$ cat src/rtl/core_debug_link_pkg.sv
// Shared debug-link definitions: response status codes, frame lengths,
// link FSM state encoding and the supported-command check.
package core_debug_link_pkg;

  // Response status byte values
  localparam logic [7:0] ST_OK      = 8'h00;
  localparam logic [7:0] ST_ERROR   = 8'h01;
  localparam logic [7:0] ST_BADCMD  = 8'h02;
  localparam logic [7:0] ST_TIMEOUT = 8'h03;

  // Frame lengths in bytes
  localparam int unsigned RX_FRAME_LEN = 6;
  localparam int unsigned TX_FRAME_LEN = 5;

  typedef enum logic [1:0] {
    S_COLLECT   = 2'd0,
    S_ISSUE     = 2'd1,
    S_WAIT_RESP = 2'd2,
    S_SEND      = 2'd3
  } link_state_t;

  // Commands the debug unit understands (run, halt, stop)
  function automatic logic cmd_supported(input logic [3:0] cmd);
    return (cmd == 4'h0) || (cmd == 4'h8) || (cmd == 4'hF);
  endfunction

endpackage

$ cat src/rtl/core_debug_link_timer.sv
// Response timeout counter for the debug link.
// Ports:
//   iCLOCK, inRESET : clock, asynchronous active-low reset
//   clear           : forces the count back to 0
//   enable          : count one per cycle while high
//   expired         : high while enabled and the count equals P_TIMEOUT_CYCLES-1
module core_debug_link_timer #(
  parameter logic [15:0] P_TIMEOUT_CYCLES = 16'd1024
) (
  input  logic iCLOCK,
  input  logic inRESET,
  input  logic clear,
  input  logic enable,
  output logic expired
);

  logic [15:0] count_q;

  assign expired = enable && (count_q == (P_TIMEOUT_CYCLES - 16'd1));

  always_ff @(posedge iCLOCK or negedge inRESET) begin
    if (!inRESET) begin
      count_q <= '0;
    end else if (clear) begin
      count_q <= '0;
    end else if (enable && !expired) begin
      count_q <= count_q + 16'd1;
    end
  end

endmodule

$ cat src/rtl/core_debug_link.sv
// Host byte-stream to core debug unit bridge.
// Collects a 6-byte command frame ({sync,cmd}, target, data MSB first),
// issues supported commands to the debug unit, waits for its response and
// returns a 5-byte reply (status, data MSB first).
// Ports:
//   iCLOCK, inRESET                      : clock, asynchronous active-low reset
//   iRX_VALID/iRX_DATA/oRX_READY         : host byte input (valid/ready)
//   oTX_VALID/oTX_DATA/iTX_READY         : response byte output (valid/ready)
//   oCMD_REQ/COMMAND/TARGET/DATA, iCMD_BUSY : command to the debug unit
//   iRESP_VALID/iRESP_ERROR/iRESP_DATA   : debug unit response
// Build option: define CORE_DEBUG_LINK_TIMEOUT_EN to abandon a response wait
// after P_TIMEOUT_CYCLES cycles (status 8'h03); otherwise the wait is unbounded.
module core_debug_link
  import core_debug_link_pkg::*;
#(
  parameter logic [15:0] P_TIMEOUT_CYCLES = 16'd1024,
  parameter logic [3:0]  P_SYNC_NIBBLE    = 4'hA
) (
  input  logic        iCLOCK,
  input  logic        inRESET,
  input  logic        iRX_VALID,
  input  logic [7:0]  iRX_DATA,
  output logic        oRX_READY,
  output logic        oTX_VALID,
  output logic [7:0]  oTX_DATA,
  input  logic        iTX_READY,
  output logic        oCMD_REQ,
  output logic [3:0]  oCMD_COMMAND,
  output logic [7:0]  oCMD_TARGET,
  output logic [31:0] oCMD_DATA,
  input  logic        iCMD_BUSY,
  input  logic        iRESP_VALID,
  input  logic        iRESP_ERROR,
  input  logic [31:0] iRESP_DATA
);

  localparam logic [2:0] RX_LAST = 3'(RX_FRAME_LEN - 1);
  localparam logic [2:0] TX_LAST = 3'(TX_FRAME_LEN - 1);

  link_state_t state_q, state_d;
  logic [2:0]  rx_cnt_q, tx_cnt_q;
  logic [3:0]  cmd_q;
  logic [7:0]  target_q;
  logic [31:0] data_q;
  logic [7:0]  status_q;
  logic [31:0] resp_q;
  logic [7:0]  tx_byte;

  logic rx_fire, tx_fire, sync_ok, rx_last, tx_last, timed_out;

  assign rx_fire = iRX_VALID && (state_q == S_COLLECT);
  assign tx_fire = iTX_READY && (state_q == S_SEND);
  assign sync_ok = (iRX_DATA[7:4] == P_SYNC_NIBBLE);
  assign rx_last = rx_fire && (rx_cnt_q == RX_LAST);
  assign tx_last = tx_fire && (tx_cnt_q == TX_LAST);

`ifdef CORE_DEBUG_LINK_TIMEOUT_EN
  core_debug_link_timer #(
    .P_TIMEOUT_CYCLES(P_TIMEOUT_CYCLES)
  ) u_timer (
    .iCLOCK (iCLOCK),
    .inRESET(inRESET),
    .clear  (state_q != S_WAIT_RESP),
    .enable (state_q == S_WAIT_RESP),
    .expired(timed_out)
  );
`else
  assign timed_out = 1'b0;
`endif

  always_ff @(posedge iCLOCK or negedge inRESET) begin
    if (!inRESET) begin
      state_q <= S_COLLECT;
    end else begin
      state_q <= state_d;
    end
  end

  always_comb begin
    state_d = state_q;
    unique case (state_q)
      S_COLLECT: begin
        // cmd_q already holds the command captured from byte 0
        if (rx_last) begin
          state_d = cmd_supported(cmd_q) ? S_ISSUE : S_SEND;
        end
      end
      S_ISSUE: begin
        if (!iCMD_BUSY) state_d = S_WAIT_RESP;
      end
      S_WAIT_RESP: begin
        if (iRESP_VALID || timed_out) state_d = S_SEND;
      end
      S_SEND: begin
        if (tx_last) state_d = S_COLLECT;
      end
      default: state_d = S_COLLECT;
    endcase
  end

  always_ff @(posedge iCLOCK or negedge inRESET) begin
    if (!inRESET) begin
      rx_cnt_q <= '0;
      tx_cnt_q <= '0;
      cmd_q    <= '0;
      target_q <= '0;
      data_q   <= '0;
      status_q <= '0;
      resp_q   <= '0;
    end else begin
      unique case (state_q)
        S_COLLECT: begin
          if (rx_fire) begin
            if (rx_cnt_q == 3'd0) begin
              // Header with a wrong sync nibble is dropped; keep hunting
              if (sync_ok) begin
                cmd_q    <= iRX_DATA[3:0];
                rx_cnt_q <= 3'd1;
              end
            end else if (rx_cnt_q == 3'd1) begin
              target_q <= iRX_DATA;
              rx_cnt_q <= 3'd2;
            end else begin
              data_q   <= {data_q[23:0], iRX_DATA};
              rx_cnt_q <= rx_last ? 3'd0 : rx_cnt_q + 3'd1;
            end
            if (rx_last && !cmd_supported(cmd_q)) begin
              status_q <= ST_BADCMD;
              resp_q   <= '0;
            end
          end
        end
        S_WAIT_RESP: begin
          // A response in the limit cycle takes priority over the timeout
          if (iRESP_VALID) begin
            status_q <= iRESP_ERROR ? ST_ERROR : ST_OK;
            resp_q   <= iRESP_DATA;
          end else if (timed_out) begin
            status_q <= ST_TIMEOUT;
            resp_q   <= '0;
          end
        end
        S_SEND: begin
          if (tx_fire) tx_cnt_q <= tx_last ? 3'd0 : tx_cnt_q + 3'd1;
        end
        default: ;
      endcase
    end
  end

  always_comb begin
    tx_byte = '0;
    case (tx_cnt_q)
      3'd0:    tx_byte = status_q;
      3'd1:    tx_byte = resp_q[31:24];
      3'd2:    tx_byte = resp_q[23:16];
      3'd3:    tx_byte = resp_q[15:8];
      3'd4:    tx_byte = resp_q[7:0];
      default: tx_byte = '0;
    endcase
  end

  assign oRX_READY    = (state_q == S_COLLECT);
  assign oCMD_REQ     = (state_q == S_ISSUE);
  assign oCMD_COMMAND = cmd_q;
  assign oCMD_TARGET  = target_q;
  assign oCMD_DATA    = data_q;
  assign oTX_VALID    = (state_q == S_SEND);
  assign oTX_DATA     = (state_q == S_SEND) ? tx_byte : 8'h00;

endmodule

$ cat config.mk
export PLATFORM = sky130hd
export DESIGN_NAME = core_debug_link
export DESIGN_NICKNAME = d
export VERILOG_FILES = /design/src/rtl/core_debug_link_pkg.sv /design/src/rtl/core_debug_link_timer.sv /design/src/rtl/core_debug_link.sv
export SDC_FILE = /design/constraint.sdc
export NUM_CORES = 1
export LEC_CHECK = 0
export CAP_MARGIN = 20
export CELL_PAD_IN_SITES_DETAIL_PLACEMENT = 1
export CELL_PAD_IN_SITES_GLOBAL_PLACEMENT = 1
export CORE_MARGIN = 2
export CORE_UTILIZATION = 35
export CTS_BUF_LIST = sky130_fd_sc_hd__clkbuf_4
export DETAILED_ROUTE_END_ITERATION = 8
export GPL_TIMING_DRIVEN = 0
export PLACE_DENSITY_LB_ADDON = 0.1
export SKIP_CTS_REPAIR_TIMING = 1
export SLEW_MARGIN = 20
export SYNTH_ARGS = -nofsm -noshare
export SYNTH_HDL_FRONTEND = slang
export SYNTH_SLANG_ARGS = --single-unit
export TNS_END_PERCENT = 5
$ cat constraint.sdc
create_clock -name iCLOCK -period 2.75 [get_ports iCLOCK]
set_input_delay 0.825 -clock iCLOCK [delete_from_list [all_inputs] [get_ports iCLOCK]]
set_output_delay 0.825 -clock iCLOCK [all_outputs]
set_load 0.005 [all_outputs]
==> out/results.txt <==
Worst-Skew Late Latency: 0.46 ns
Final Hold Fails: 0
Share of layout cells above drive strength 1: 22.1%
Synth-to-layout area growth: 37.5%
Synth area leader: dfrtp_1
Worst Tran Pin Value: 0.562 ns
CTS clk-pin slew, worst paths: 0.15 ns
Std cell rows: 39
Number of synthesized flops with an enable pin: 0
Initial Util: 35.6%
Max_cap viols: 0
Setup TNS: -1.15 ns
R2R setup slack: 0.50 ns
Core ar.: 0.0114 mm²
CP startpoint: tx_cnt_q[0]$_DFFE_PN0P_
Req. time, crit path: 1.93 ns
Sw frac: 35.1%
Crit path capture: oTX_DATA[1]
CTS Buf Count: 9
Max_slew headroom: 62.2%
GP Congestion: 0.744
CP endpoint kind: output pin
H-tree levels: 3
Vias/cell: 4.88
Pin count of the biggest net entering global routing: 64
Setup WS post-layout: -0.240 ns
Die X: 112 µm
Mean Syn Cell Area: 11.7 µm²
Die Y: 112 µm
Top cell type's share of synthesized area: 53.2%
Count leader, synth: dfrtp_1
Final cycle utilization of the critical path: 109%
Post-synth cell types: 31
ANT cells: 0
Synth Register Bits: 86
Max Clk Rate: 334 MHz
Initial antenna violation count: 0
Post-Syn Instances: 346
Post-route ant nets: 0
Syn nets: 406
Post-Route WL: 10,400 µm
CP Launch Type: flip-flop
Clock share of power: 14.9%
Vias in the first global route: 3,394
Bufs on Longest Clock Path: 2
Status: complete, but fails checks
Total track usage: 17.8%
Sequential Power Share: 39.6%
Logic gate share of total power: 45.5%
Worst EP arrival: 2.17 ns
Switch Pwr: 1960 µW
Sequential share of the synthesized area: 53.2%
Slew Limit Fails: 0
RSZ-0062 raised after global routing: yes
DR vias: 2,969
Placed cell count: 591
Pleak: 0.00247 µW
First-pass GRT wire length: 17,300 µm
Worst vdd ir: 412 µV
Final core occ: 48.9%
TritonCTS clock tree: done
Mapped Area: 0.00405 mm²
Residual DRC: 0
Min Hold Slack: 0.198 ns
Nets: 521
Die area: 0.0124 mm²
Synth top cells by count: dfrtp_1 (86), mux2_2 (45), nand2_1 (45)
Post-synth ARST share: 100%
DRT iter0 DRCs: 109
I/O pins: 102
Dpl hpwl: 7610 µm
CTS root buffer: clkbuf_4
Synth top area cells: dfrtp_1 (53%), mux2_2 (13%), mux2i_1 (9.2%), nand2_1 (4.2%), inv_1 (4.1%)
Avg WL per Cell: 17.0 µm
R2R depth: 6
Min Tclk post-route: 2.99 ns
P per Cell Area: 1000 mW/mm²
WS Path Type: flip-flop to output pin
Pint: 3630 µW
DR pass1 iterations: 4
Final std cells w/o fill: 609
Placed cell area: 0.00526 mm²
Reg-to-Reg End: oCMD_COMMAND[2]$_DFFE_PN0P_
Dominant synthesized flop cell: dfrtp_1
# setup viols final: 8
Post-route cell area: 0.00556 mm²
Failing checks: setup timing
R2R Path Start: state_q[0]$_DFFE_PN0P_
Clk sinks: 86
IO buf count: 101
Congestion Overflow GR: 0
Synth warnings: 0
Clk_skew: 0.0167 ns
Hold WC Path Type: input pin to async pin
Critical path fanouts, max: 5
-- logic make-up after synthesis --
logic type	count (synthesis)	synth area share (%)
adder cells (fa/ha/maj)	13	4.02
AO/OA/AOI/OAI	30	5.85
flip-flops	86	53.2
AND/OR/NAND/NOR	73	7.79
buffers and inverters	62	7.45
multiplexers	82	21.7
-- worst min-delay path by stage --
stage                                          start                    endpoint  slack, ns  cells past startpoint
after CTS                                    inRESET      resp_q[20]$_DFFE_PN0P_       0.16                      1
after global placement     oCMD_DATA[25]$_DFFE_PN0P_   oCMD_DATA[25]$_DFFE_PN0P_       0.49                      1
after floorplan                resp_q[6]$_DFFE_PN0P_       resp_q[6]$_DFFE_PN0P_       0.49                      2
after detailed placement  oCMD_TARGET[6]$_DFFE_PN0P_  oCMD_TARGET[6]$_DFFE_PN0P_       0.49                      1
final                                        inRESET      resp_q[20]$_DFFE_PN0P_       0.20                      1
after global routing                         inRESET      resp_q[20]$_DFFE_PN0P_       0.17                      1
-- cell usage in the layout, fill, tap and decap left out, types with 5 or more instances in the layout --
cell type,n
nor2_1,9
nand2_1,45
a22o_1,6
ha_1,8
a222oi_1,8
clkbuf_4,9
buf_6,6
clkdlybuf4s50_1,92
mux2_2,45
nand3_1,5
dfrtp_1,83
inv_1,42
buf_2,5
mux2i_1,37
-- metal layers --
metal	up-vias	share of wire (%)	routed length [µm]	GRT usage, %
met5	-	0	0	0
met4	0	1.6	161	6.67
li1	1393	-	-	-
met3	8	8.3	857	7.51
met2	78	49	5090	29.7
met1	1490	41	4260	20.5
-- flip-flops by register name (all words and copies together) (netlist names) --
register and flops:
state_q 2, oCMD_TARGET 8, status_q 2, resp_q 32, rx_cnt_q 3, tx_cnt_q 3
oCMD_COMMAND 4, oCMD_DATA 32
-- worst max-delay path, stage by stage (launching register included) --
cell and delay [ns]:
dfrtp_2 0.48, buf_6 0.14, ha_4 0.18, a222oi_1 0.48, o21ai_1 0.15, a21oi_1 0.14, nor2_1 0.05, clkbuf_2 0.10
-- stage by stage --
step	setup WS [ns]	total power, µW
after detailed placement	-0.446	4600
final	-0.240	5590
after global routing	-0.317	6040
after floorplan	0.491	3420
after global placement	-2.52	4500
after CTS	-0.998	5470
-- power groups by stage --
stage | combinational [µW] | sequential (µW) | clock [µW]
after floorplan | 1270 | 2150 | 0
after global placement | 2300 | 2200 | 0
after detailed placement | 2380 | 2220 | 0
after CTS | 2400 | 2200 | 876
after global routing | 2820 | 2300 | 923
final | 2540 | 2210 | 831
-- cell type report --
class / instances / area (µm²)
Buffer: 12 / 114
Fill cell: 1264 / 5810
Clock buffer: 9 / 67.6
Inverter: 44 / 168
Sequential cell: 86 / 2160
Multi-Input combinational cell: 198 / 1680
Tap cell: 143 / 179
Timing Repair Buffer: 110 / 1110
Clock inverter: 7 / 97.6
(Power assumes the default switching activity.)
